`src/rtl/uart_bus_responder.sv`:
```
// CPU-bus UART: 8N1 receiver with single-byte rx buffer, transmitter with
// holding + shift register, and level-strobe (rdn/wrn) bus handshake.
module uart_bus_responder #(
    parameter int CLKS_PER_BIT = 434
) (
    input  logic       clk,
    input  logic       rst,
    input  logic       rdn,
    input  logic       wrn,
    input  logic [7:0] bus_din,
    output logic [7:0] bus_dout,
    output logic       bus_doe,
    output logic       data_ready,
    output logic       tbre,
    output logic       tsre,
    output logic       overrun,
    output logic       frame_err,
    input  logic       rxd,
    output logic       txd
);

    localparam logic [15:0] BIT_LAST  = 16'(CLKS_PER_BIT - 1);
    localparam logic [15:0] HALF_LAST = 16'((CLKS_PER_BIT / 2) - 1);

    typedef enum logic [1:0] {RX_IDLE, RX_START, RX_DATA, RX_STOP} rx_state_t;
    typedef enum logic [1:0] {TX_IDLE, TX_START, TX_DATA, TX_STOP} tx_state_t;

    // synchronizer and strobe history
    logic rxd_meta_reg, rxd_sync_reg, rxd_prev_reg;
    logic rdn_reg, wrn_reg;

    // receive path
    rx_state_t   rx_state_reg, rx_state_next;
    logic [15:0] rx_cnt_reg, rx_cnt_next;
    logic [2:0]  rx_bit_reg, rx_bit_next;
    logic [7:0]  rx_shift_reg, rx_shift_next;
    logic [7:0]  rx_buf_reg, rx_buf_next;
    logic        data_ready_reg, data_ready_next;
    logic        overrun_reg, overrun_next;
    logic        frame_err_reg, frame_err_next;
    logic        rx_load, rx_bad_stop, rd_clear;

    // transmit path
    tx_state_t   tx_state_reg, tx_state_next;
    logic [15:0] tx_cnt_reg, tx_cnt_next;
    logic [2:0]  tx_bit_reg, tx_bit_next;
    logic [7:0]  tx_shift_reg, tx_shift_next;
    logic [7:0]  tx_hold_reg, tx_hold_next;
    logic        tbre_reg, tbre_next;
    logic        tsre_reg, tsre_next;
    logic        txd_reg, txd_next;
    logic        tx_load, wr_accept;

    always_ff @(posedge clk or negedge rst) begin
        if (!rst) begin
            rxd_meta_reg <= 1'b1;
            rxd_sync_reg <= 1'b1;
            rxd_prev_reg <= 1'b1;
            rdn_reg      <= 1'b1;
            wrn_reg      <= 1'b1;
        end else begin
            rxd_meta_reg <= rxd;
            rxd_sync_reg <= rxd_meta_reg;
            rxd_prev_reg <= rxd_sync_reg;
            rdn_reg      <= rdn;
            wrn_reg      <= wrn;
        end
    end

    assign rd_clear  = ~rdn_reg & rdn;
    assign wr_accept = wrn_reg & ~wrn & tbre_reg;

    always_comb begin
        rx_state_next = rx_state_reg;
        rx_cnt_next   = rx_cnt_reg;
        rx_bit_next   = rx_bit_reg;
        rx_shift_next = rx_shift_reg;
        rx_load       = 1'b0;
        rx_bad_stop   = 1'b0;
        case (rx_state_reg)
            RX_IDLE: begin
                rx_cnt_next = '0;
                rx_bit_next = '0;
                if (rxd_prev_reg && !rxd_sync_reg)
                    rx_state_next = RX_START;
            end
            RX_START: begin
                // mid-start-bit check rejects line glitches
                if (rx_cnt_reg == HALF_LAST) begin
                    rx_cnt_next   = '0;
                    rx_state_next = rxd_sync_reg ? RX_IDLE : RX_DATA;
                end else begin
                    rx_cnt_next = rx_cnt_reg + 16'd1;
                end
            end
            RX_DATA: begin
                if (rx_cnt_reg == BIT_LAST) begin
                    rx_cnt_next   = '0;
                    rx_shift_next = {rxd_sync_reg, rx_shift_reg[7:1]};
                    rx_bit_next   = rx_bit_reg + 3'd1;
                    if (rx_bit_reg == 3'd7)
                        rx_state_next = RX_STOP;
                end else begin
                    rx_cnt_next = rx_cnt_reg + 16'd1;
                end
            end
            RX_STOP: begin
                if (rx_cnt_reg == BIT_LAST) begin
                    rx_cnt_next   = '0;
                    rx_load       = rxd_sync_reg;
                    rx_bad_stop   = ~rxd_sync_reg;
                    rx_state_next = RX_IDLE;
                end else begin
                    rx_cnt_next = rx_cnt_reg + 16'd1;
                end
            end
            default: rx_state_next = RX_IDLE;
        endcase
    end

    // a byte landing in the same cycle as a read-clear takes priority
    always_comb begin
        rx_buf_next     = rx_buf_reg;
        data_ready_next = data_ready_reg;
        overrun_next    = overrun_reg;
        frame_err_next  = rx_bad_stop;
        if (rx_load) begin
            rx_buf_next     = rx_shift_reg;
            data_ready_next = 1'b1;
            overrun_next    = rd_clear ? 1'b0 : (overrun_reg | data_ready_reg);
        end else if (rd_clear) begin
            data_ready_next = 1'b0;
            overrun_next    = 1'b0;
        end
    end

    always_ff @(posedge clk or negedge rst) begin
        if (!rst) begin
            rx_state_reg   <= RX_IDLE;
            rx_cnt_reg     <= '0;
            rx_bit_reg     <= '0;
            rx_shift_reg   <= '0;
            rx_buf_reg     <= '0;
            data_ready_reg <= 1'b0;
            overrun_reg    <= 1'b0;
            frame_err_reg  <= 1'b0;
        end else begin
            rx_state_reg   <= rx_state_next;
            rx_cnt_reg     <= rx_cnt_next;
            rx_bit_reg     <= rx_bit_next;
            rx_shift_reg   <= rx_shift_next;
            rx_buf_reg     <= rx_buf_next;
            data_ready_reg <= data_ready_next;
            overrun_reg    <= overrun_next;
            frame_err_reg  <= frame_err_next;
        end
    end

    always_comb begin
        tx_state_next = tx_state_reg;
        tx_cnt_next   = tx_cnt_reg;
        tx_bit_next   = tx_bit_reg;
        tx_shift_next = tx_shift_reg;
        tsre_next     = tsre_reg;
        txd_next      = txd_reg;
        tx_load       = 1'b0;
        case (tx_state_reg)
            TX_IDLE: begin
                txd_next = 1'b1;
                tx_load  = ~tbre_reg;
            end
            TX_START: begin
                if (tx_cnt_reg == BIT_LAST) begin
                    tx_cnt_next   = '0;
                    tx_bit_next   = '0;
                    txd_next      = tx_shift_reg[0];
                    tx_shift_next = {1'b0, tx_shift_reg[7:1]};
                    tx_state_next = TX_DATA;
                end else begin
                    tx_cnt_next = tx_cnt_reg + 16'd1;
                end
            end
            TX_DATA: begin
                if (tx_cnt_reg == BIT_LAST) begin
                    tx_cnt_next = '0;
                    if (tx_bit_reg == 3'd7) begin
                        txd_next      = 1'b1;
                        tx_state_next = TX_STOP;
                    end else begin
                        txd_next      = tx_shift_reg[0];
                        tx_shift_next = {1'b0, tx_shift_reg[7:1]};
                        tx_bit_next   = tx_bit_reg + 3'd1;
                    end
                end else begin
                    tx_cnt_next = tx_cnt_reg + 16'd1;
                end
            end
            TX_STOP: begin
                if (tx_cnt_reg == BIT_LAST) begin
                    tx_cnt_next = '0;
                    if (!tbre_reg) begin
                        tx_load = 1'b1;
                    end else begin
                        tsre_next     = 1'b1;
                        tx_state_next = TX_IDLE;
                    end
                end else begin
                    tx_cnt_next = tx_cnt_reg + 16'd1;
                end
            end
            default: tx_state_next = TX_IDLE;
        endcase
        // back-to-back frames: start bit follows the stop bit directly
        if (tx_load) begin
            tx_shift_next = tx_hold_reg;
            tx_cnt_next   = '0;
            tsre_next     = 1'b0;
            txd_next      = 1'b0;
            tx_state_next = TX_START;
        end
    end

    // tx_load needs tbre=0 and wr_accept needs tbre=1, so they never collide
    always_comb begin
        tbre_next    = tbre_reg;
        tx_hold_next = tx_hold_reg;
        if (tx_load) begin
            tbre_next = 1'b1;
        end else if (wr_accept) begin
            tbre_next    = 1'b0;
            tx_hold_next = bus_din;
        end
    end

    always_ff @(posedge clk or negedge rst) begin
        if (!rst) begin
            tx_state_reg <= TX_IDLE;
            tx_cnt_reg   <= '0;
            tx_bit_reg   <= '0;
            tx_shift_reg <= '0;
            tx_hold_reg  <= '0;
            tbre_reg     <= 1'b1;
            tsre_reg     <= 1'b1;
            txd_reg      <= 1'b1;
        end else begin
            tx_state_reg <= tx_state_next;
            tx_cnt_reg   <= tx_cnt_next;
            tx_bit_reg   <= tx_bit_next;
            tx_shift_reg <= tx_shift_next;
            tx_hold_reg  <= tx_hold_next;
            tbre_reg     <= tbre_next;
            tsre_reg     <= tsre_next;
            txd_reg      <= txd_next;
        end
    end

    assign bus_doe    = ~rdn;
    assign bus_dout   = rx_buf_reg;
    assign data_ready = data_ready_reg;
    assign overrun    = overrun_reg;
    assign frame_err  = frame_err_reg;
    assign tbre       = tbre_reg;
    assign tsre       = tsre_reg;
    assign txd        = txd_reg;

endmodule
```
`config.mk`:
```
export PLATFORM = sky130hd
export DESIGN_NAME = uart_bus_responder
export DESIGN_NICKNAME = d
export VERILOG_FILES = /design/src/rtl/uart_bus_responder.sv
export SDC_FILE = /design/constraint.sdc
export NUM_CORES = 1
export LEC_CHECK = 0
export ABC_AREA = 1
export CAP_MARGIN = 5
export CELL_PAD_IN_SITES_DETAIL_PLACEMENT = 0
export CELL_PAD_IN_SITES_GLOBAL_PLACEMENT = 1
export CORE_MARGIN = 2
export CORE_UTILIZATION = 44
export DETAILED_ROUTE_END_ITERATION = 10
export GPL_TIMING_DRIVEN = 0
export PLACE_DENSITY = 0.83
export RECOVER_POWER = 100
export SLEW_MARGIN = 20
export SYNTH_ARGS = -nofsm -noshare
export SYNTH_HDL_FRONTEND = slang
export SYNTH_SLANG_ARGS = --single-unit
```
`constraint.sdc`:
```
create_clock -name clk -period 1.8 [get_ports clk]
set_input_delay 0.36 -clock clk [delete_from_list [all_inputs] [get_ports clk]]
set_output_delay 0.36 -clock clk [all_outputs]
set_load 0.01 [all_outputs]
```
; ---- After elaboration in Yosys (flattened, before gate mapping)
; Index checks and enable logic that the tools add are counted.
[totals]
out_inout_bits = 15
input_bits = 13
romBits = 0
ff_bits = 85
mem_count = 0
latch_bits = 0
ram_bits = 0
word_cells = 139
[classes]
n_div = 0
n_eq_ne = 25
bitwise_logic = 10
magnitude_cmp = 0
reduce_logical = 26
shift = 0
mux = 53
n_mul = 0
n_addsub = 4
[op_table]
columns = operator, n
row1 = $mux W16, 5
row2 = $pmux W16 S3, 1
row3 = $add A16 B1 Y16 const B, 2
row4 = $eq A16 B9 Y1 const B, 2
row5 = $mux W8, 4
row6 = $mux W2, 12
row7 = $mux W1, 20
row8 = $ne A3 B3 Y1 const B, 6
row9 = $eq A16 B8 Y1 const B, 1
row10 = $ne A2 B2 Y1 const B, 8
row11 = $pmux W8 S2, 1
row12 = $reduce_bool A2 Y1, 8
row13 = $mux W3, 4
row14 = $pmux W3 S2, 2
row15 = $eq A2 B2 Y1 const B, 4
row16 = $pmux W2 S4, 1
row17 = $reduce_and A4 Y1, 2
row18 = $reduce_bool A4 Y1, 2
row19 = $add A3 B1 Y3 const B, 2
row20 = $eq A3 B3 Y1 const B, 2
row21 = $not A1 Y1, 6
row22 = $pmux W2 S3, 1
row23 = $reduce_and A2 Y1, 3
row24 = $reduce_and A3 Y1, 2
row25 = other kinds (13), 17

; ---- Logic depth before layout (Yosys ltp)
[logic_depth]
word_depth = 5
mapped_depth = 13

; ---- Worst setup path after synthesis
; OpenSTA, ideal clock, no wires.
[synth_timing]
kind = flip-flop to flip-flop
startpoint = register tx_state_reg[0]
endpoint = register tx_shift_reg[1]
path_slack_ns = 0.193
arrival_ns = 1.490
path_stages_with_launch = 10
path_buffers = 1
required_ns = 1.683
cell_sequence = dfrtp_1 > inv_1 > ha_1 > nor2_1 > a21oi_1 > nand3_1 > clkbuf_1 > nand2_1 > nand3_1 > nand2_1
[synth_between]
elab_chain_len = 4
word_cells_on_any_way = 12
classes_between = 6 x eq/ne / 3 x mux / 3 x reduce/logical
[synth_lines]
columns = element, line_no
row1 = from (decl), 44  ; tx_state_t tx_state_reg, tx_state_next;
row2 = from (signal assigned), 246  ; tx_state_reg <= tx_state_next;
row3 = $eq A2 B2 Y1 or $logic_not A2 Y1 (tied branches), 167  ; case (tx_state_reg)
row4 = $pmux W1 S2, 167
row5 = $ne A3 B3 Y1 (no line) or $reduce_bool A3 Y1 (tied branches), n/a
row6 = $reduce_and A4 Y1 (no line), n/a
row7 = to (signal assigned), 249  ; tx_shift_reg <= tx_shift_next;
row8 = to (decl), 47  ; logic [7:0] tx_shift_reg, tx_shift_next;
; Parallel ways exist; a longest one is shown, timed or not.
; A chain may end at the register's enable or synchronous reset.

; ---- Worst setup path after layout
[layout_timing]
startpoint = register tx_cnt_reg[0]
endpoint = register tx_cnt_reg[2]
[layout_between]
elab_chain_len = 4
word_cells_on_any_way = 8
classes_between = 1 x add/sub / 1 x eq/ne / 5 x mux / 1 x reduce/logical
[layout_lines]
columns = element, line_no
row1 = from (decl), 45  ; logic [15:0] tx_cnt_reg, tx_cnt_next;
row2 = from (signal assigned), 247  ; tx_cnt_reg <= tx_cnt_next;
row3 = $add A16 B1 Y16 or $eq A16 B9 Y1 (tied branches), n/a
row4 = $mux W16 or $mux W1 (tied branches), "173, 184, 199"
row5 = $mux W16 or $pmux W1 S2 (tied branches), n/a
row6 = $mux W16 or $reduce_bool A2 Y1 (tied branches), n/a
; Parallel ways exist; a longest one is shown, timed or not. The select of a mux whose other input is x is not followed.

==> impl_results.md <==
* Root Buffer: clkbuf_8
* DP Area at 4900 sq um
* Initial antenna violation count at 0
* Area growth syn-to-layout at 19.6%
* Met1 usage at 25.1%
* Synth cell types at 33
* TritonCTS Buffers at 9
* Gpl congestion at 0.854
* Main combinational cell family by area after synthesis: simple AND/OR/NAND/NOR gates
* Aggregate global routing overflow at 0
* Hold_buf cts at 0
* Die X at 105 um
* Final hold vios at 0
* Timing endpoint of the critical path: tx_cnt_reg[2]$_DFFE_PN0P_
* Switch Pwr at 2.43 mW
* Sequential share of power at 42.8%
* Die height at 105 um
* Core Region at 9770 sq um
* Req. time, crit path at 2.05 ns
* Register bit total from synthesis at 85
* Layout cells sized above 1 at 13.4%
* Port buffer count at 27
* Worst-path clk slew at 0.09 ns
* Detailed placement HPWL at 6.81 mm
* GRT Max-Usage Layer: met2
* Final net count at 641
* Worst R2R End: tx_cnt_reg[2]$_DFFE_PN0P_
* Largest net degree at the start of global routing at 49
* Clk_lat worst skew at 0.36 ns
* Sw Share at 40.0%
* Tot Pwr at 6.08 mW
* Post-Synth Adder-Cell Area at 3.94%
* First-pass GRT wire length at 16.7 mm
* Met2 Usage GRT at 29.8%
* Ys Warns at 0
* H-tree levels at 3
* Register-to-Register Path Depth at 11
* Syn nets at 591
* Startpoint class of the critical path: register
* Mux share of post-synthesis cell area at 0%
* CP Capture Type: register
* Syn Area/Cell at 7.88 sq um
* Simple-gate area share of the yosys netlist at 31.9%
* Peak supply drop at 0.751 mV
* Vias in the first global route at 3,650
* Post-synth ARST share at 100%
* R2R Path Start: tx_cnt_reg[0]$_DFFE_PN0P_
* Main flop type after synthesis: dfrtp_1
* CTS tree: yes
* Post-Syn Area at 4450 sq um
* Post-synth top area cell: dfrtp_1
* Fmax at 563 MHz
* Slew headroom at 21.6%
* Most frequent cells in the layout: nand2_1, dfrtp_1, nor2_1
* Yosys top cell area share at 43.3%
* Max cap viols at 0
* Post-Route WL at 9.70 mm
* Run status: completed
* N_diodes at 0
* Crit path max fanout at 5
* Fin crit period at 1.78 ns
* Top post-synthesis cells by area: dfrtp_1, nand2_1, nand3_1
* Wire per inst at 12.9 um
* Vias per Instance at 4.90
* Type of the worst setup path: register to register
* DR pass1 iterations at 5
* Final Slew Violations at 0
* PwrDens at 1140 nW/um^2
* EDFF count, synth at 0
* RSZ-0062 raised after global routing: yes
* Detailed Route Iter0 Violations at 117
* CP startpoint: tx_cnt_reg[0]$_DFFE_PN0P_
* # clock sinks at 85
* Fin crit share at 98.7%
* Routing usage on met3 at 3.87%
* Leak at 2.64 nW
* Commonest non-fill, non-tap cell in the layout: nand2_1
* Final Non-Filler Cells at 752
* Post-layout util at 54.4%
* # IOs at 28
* R2R setup slack at 0.02 ns
* Die area at 10,900 sq um
* Mapped Cells at 564
* Final Skew at 0.00584 ns
* Placement Rows at 36
* DRC errors left at 0
* Starting Density at 45.5%
* Synth Area in Compound Gates at 5.09%
* Post-synthesis sequential area ratio at 48.1%
* Final design area excluding fillers at 5320 sq um
* Worst-case clock buffer depth at 2
* Setup violations, final at 0
* Cell-internal power at 3.65 mW
* Worst hold path class: input port to asynchronous set/reset pin
* Comb power frac at 36.2%
* Total GRT Usage at 18.6%
* Data arrival time of the worst path at 2.03 ns
* Routed Antenna Nets at 0
* Vias at 3,684
* Worst-margin pin slew at 1.18 ns
* Placed insts at 725
* Final setup TNS at 0 ns
* Post-Synth XOR/XNOR Area at 3.94%
* Clock network power share at 21.0%
[area by class of cell]
| class | instances | area (sq um) |
|---|---|---|
| plain buffers | 13 | 113 |
| clock buffers | 9 | 124 |
| clock inverters | 7 | 57.6 |
| fillers | 940 | 4460 |
| inverters | 62 | 245 |
| multi-input cells | 404 | 2100 |
| flip-flops and latches | 85 | 2140 |
| well taps | 133 | 166 |
| repair buffers | 39 | 373 |
[worst max-delay path: stages, from the launching register on]
cell     delay, ns
dfrtp_1       0.46
ha_4          0.17
inv_2         0.03
nor2_1        0.07
nand2_1       0.09
nor2_4        0.13
nand2_4       0.11
o21ai_4       0.18
nand2_4       0.11
buf_8         0.17
o21ai_4       0.09
nor2_1        0.07
[synth_stat cells, types with 5 or more instances]
master,instances
nor2_1,74
nor3_1,13
dfrtp_1,77
nand4_1,8
dfstp_2,8
buf_2,5
nand3_1,65
inv_1,56
o21ai_0,16
xor2_1,20
a21oi_1,19
nand2_1,150
ha_1,14
[power groups by stage]
stage	Clock [mW]	Combinational [mW]	Sequential [mW]
floorplan	0	1.37	2.57
global placement	0	1.81	2.61
detailed placement	0	1.86	2.63
CTS	1.32	1.93	2.59
global route	1.41	2.50	2.67
finish	1.28	2.20	2.61
[layer usage]
layer	vias up	wire, um
met5	-	0
met4	0	102
met3	10	254
met2	51	4730
met1	1723	4620
li1	1900	-
[worst min path at each step]
stage                                 from                          end  slack, ns  cells after the start
finish                                 rst  tx_shift_reg[3]$_DFFE_PN0P_       0.22                      1
global route                           rst  tx_shift_reg[2]$_DFFE_PN0P_       0.32                      1
CTS                                    rst  tx_shift_reg[3]$_DFFE_PN0P_       0.02                      1
detailed placement  rxd_meta_reg$_DFF_PN1_       rxd_sync_reg$_DFF_PN1_       0.36                      0
global placement    rxd_meta_reg$_DFF_PN1_       rxd_sync_reg$_DFF_PN1_       0.35                      0
floorplan                              rst   asynchronous set/reset pin       0.06                      0
[repair_timing]
item | 4_1_cts | 5_1_grt
gates resized for setup | 15 | 41
pin swaps | 2 | 4
gates cloned | 0 | 2
setup endpoints to repair | 39 | 55
setup buffers | 3 | 6
endpoints found under the hold margin | 0 | 0
[stage by stage]
step | setup WS, ns | hold WS (ns)
after CTS | 0.000183 | 0.0234
after global routing | -0.0664 | 0.318
final | 0.0241 | 0.221
after global placement | -2.72 | 0.347
after floorplan | 0.193 | 0.0644
after detailed placement | -0.0927 | 0.356
[kinds of logic (layout without fill, tap and decap cells)]
group           Yosys count  after routing
compound gates           42             42
xor+xnor                 20             20
fa+ha+maj                14             14
buf+inv                  75            130
flops                    85             85
simple gates            328            328
No activity file was read; power rests on OpenSTA's default activity.
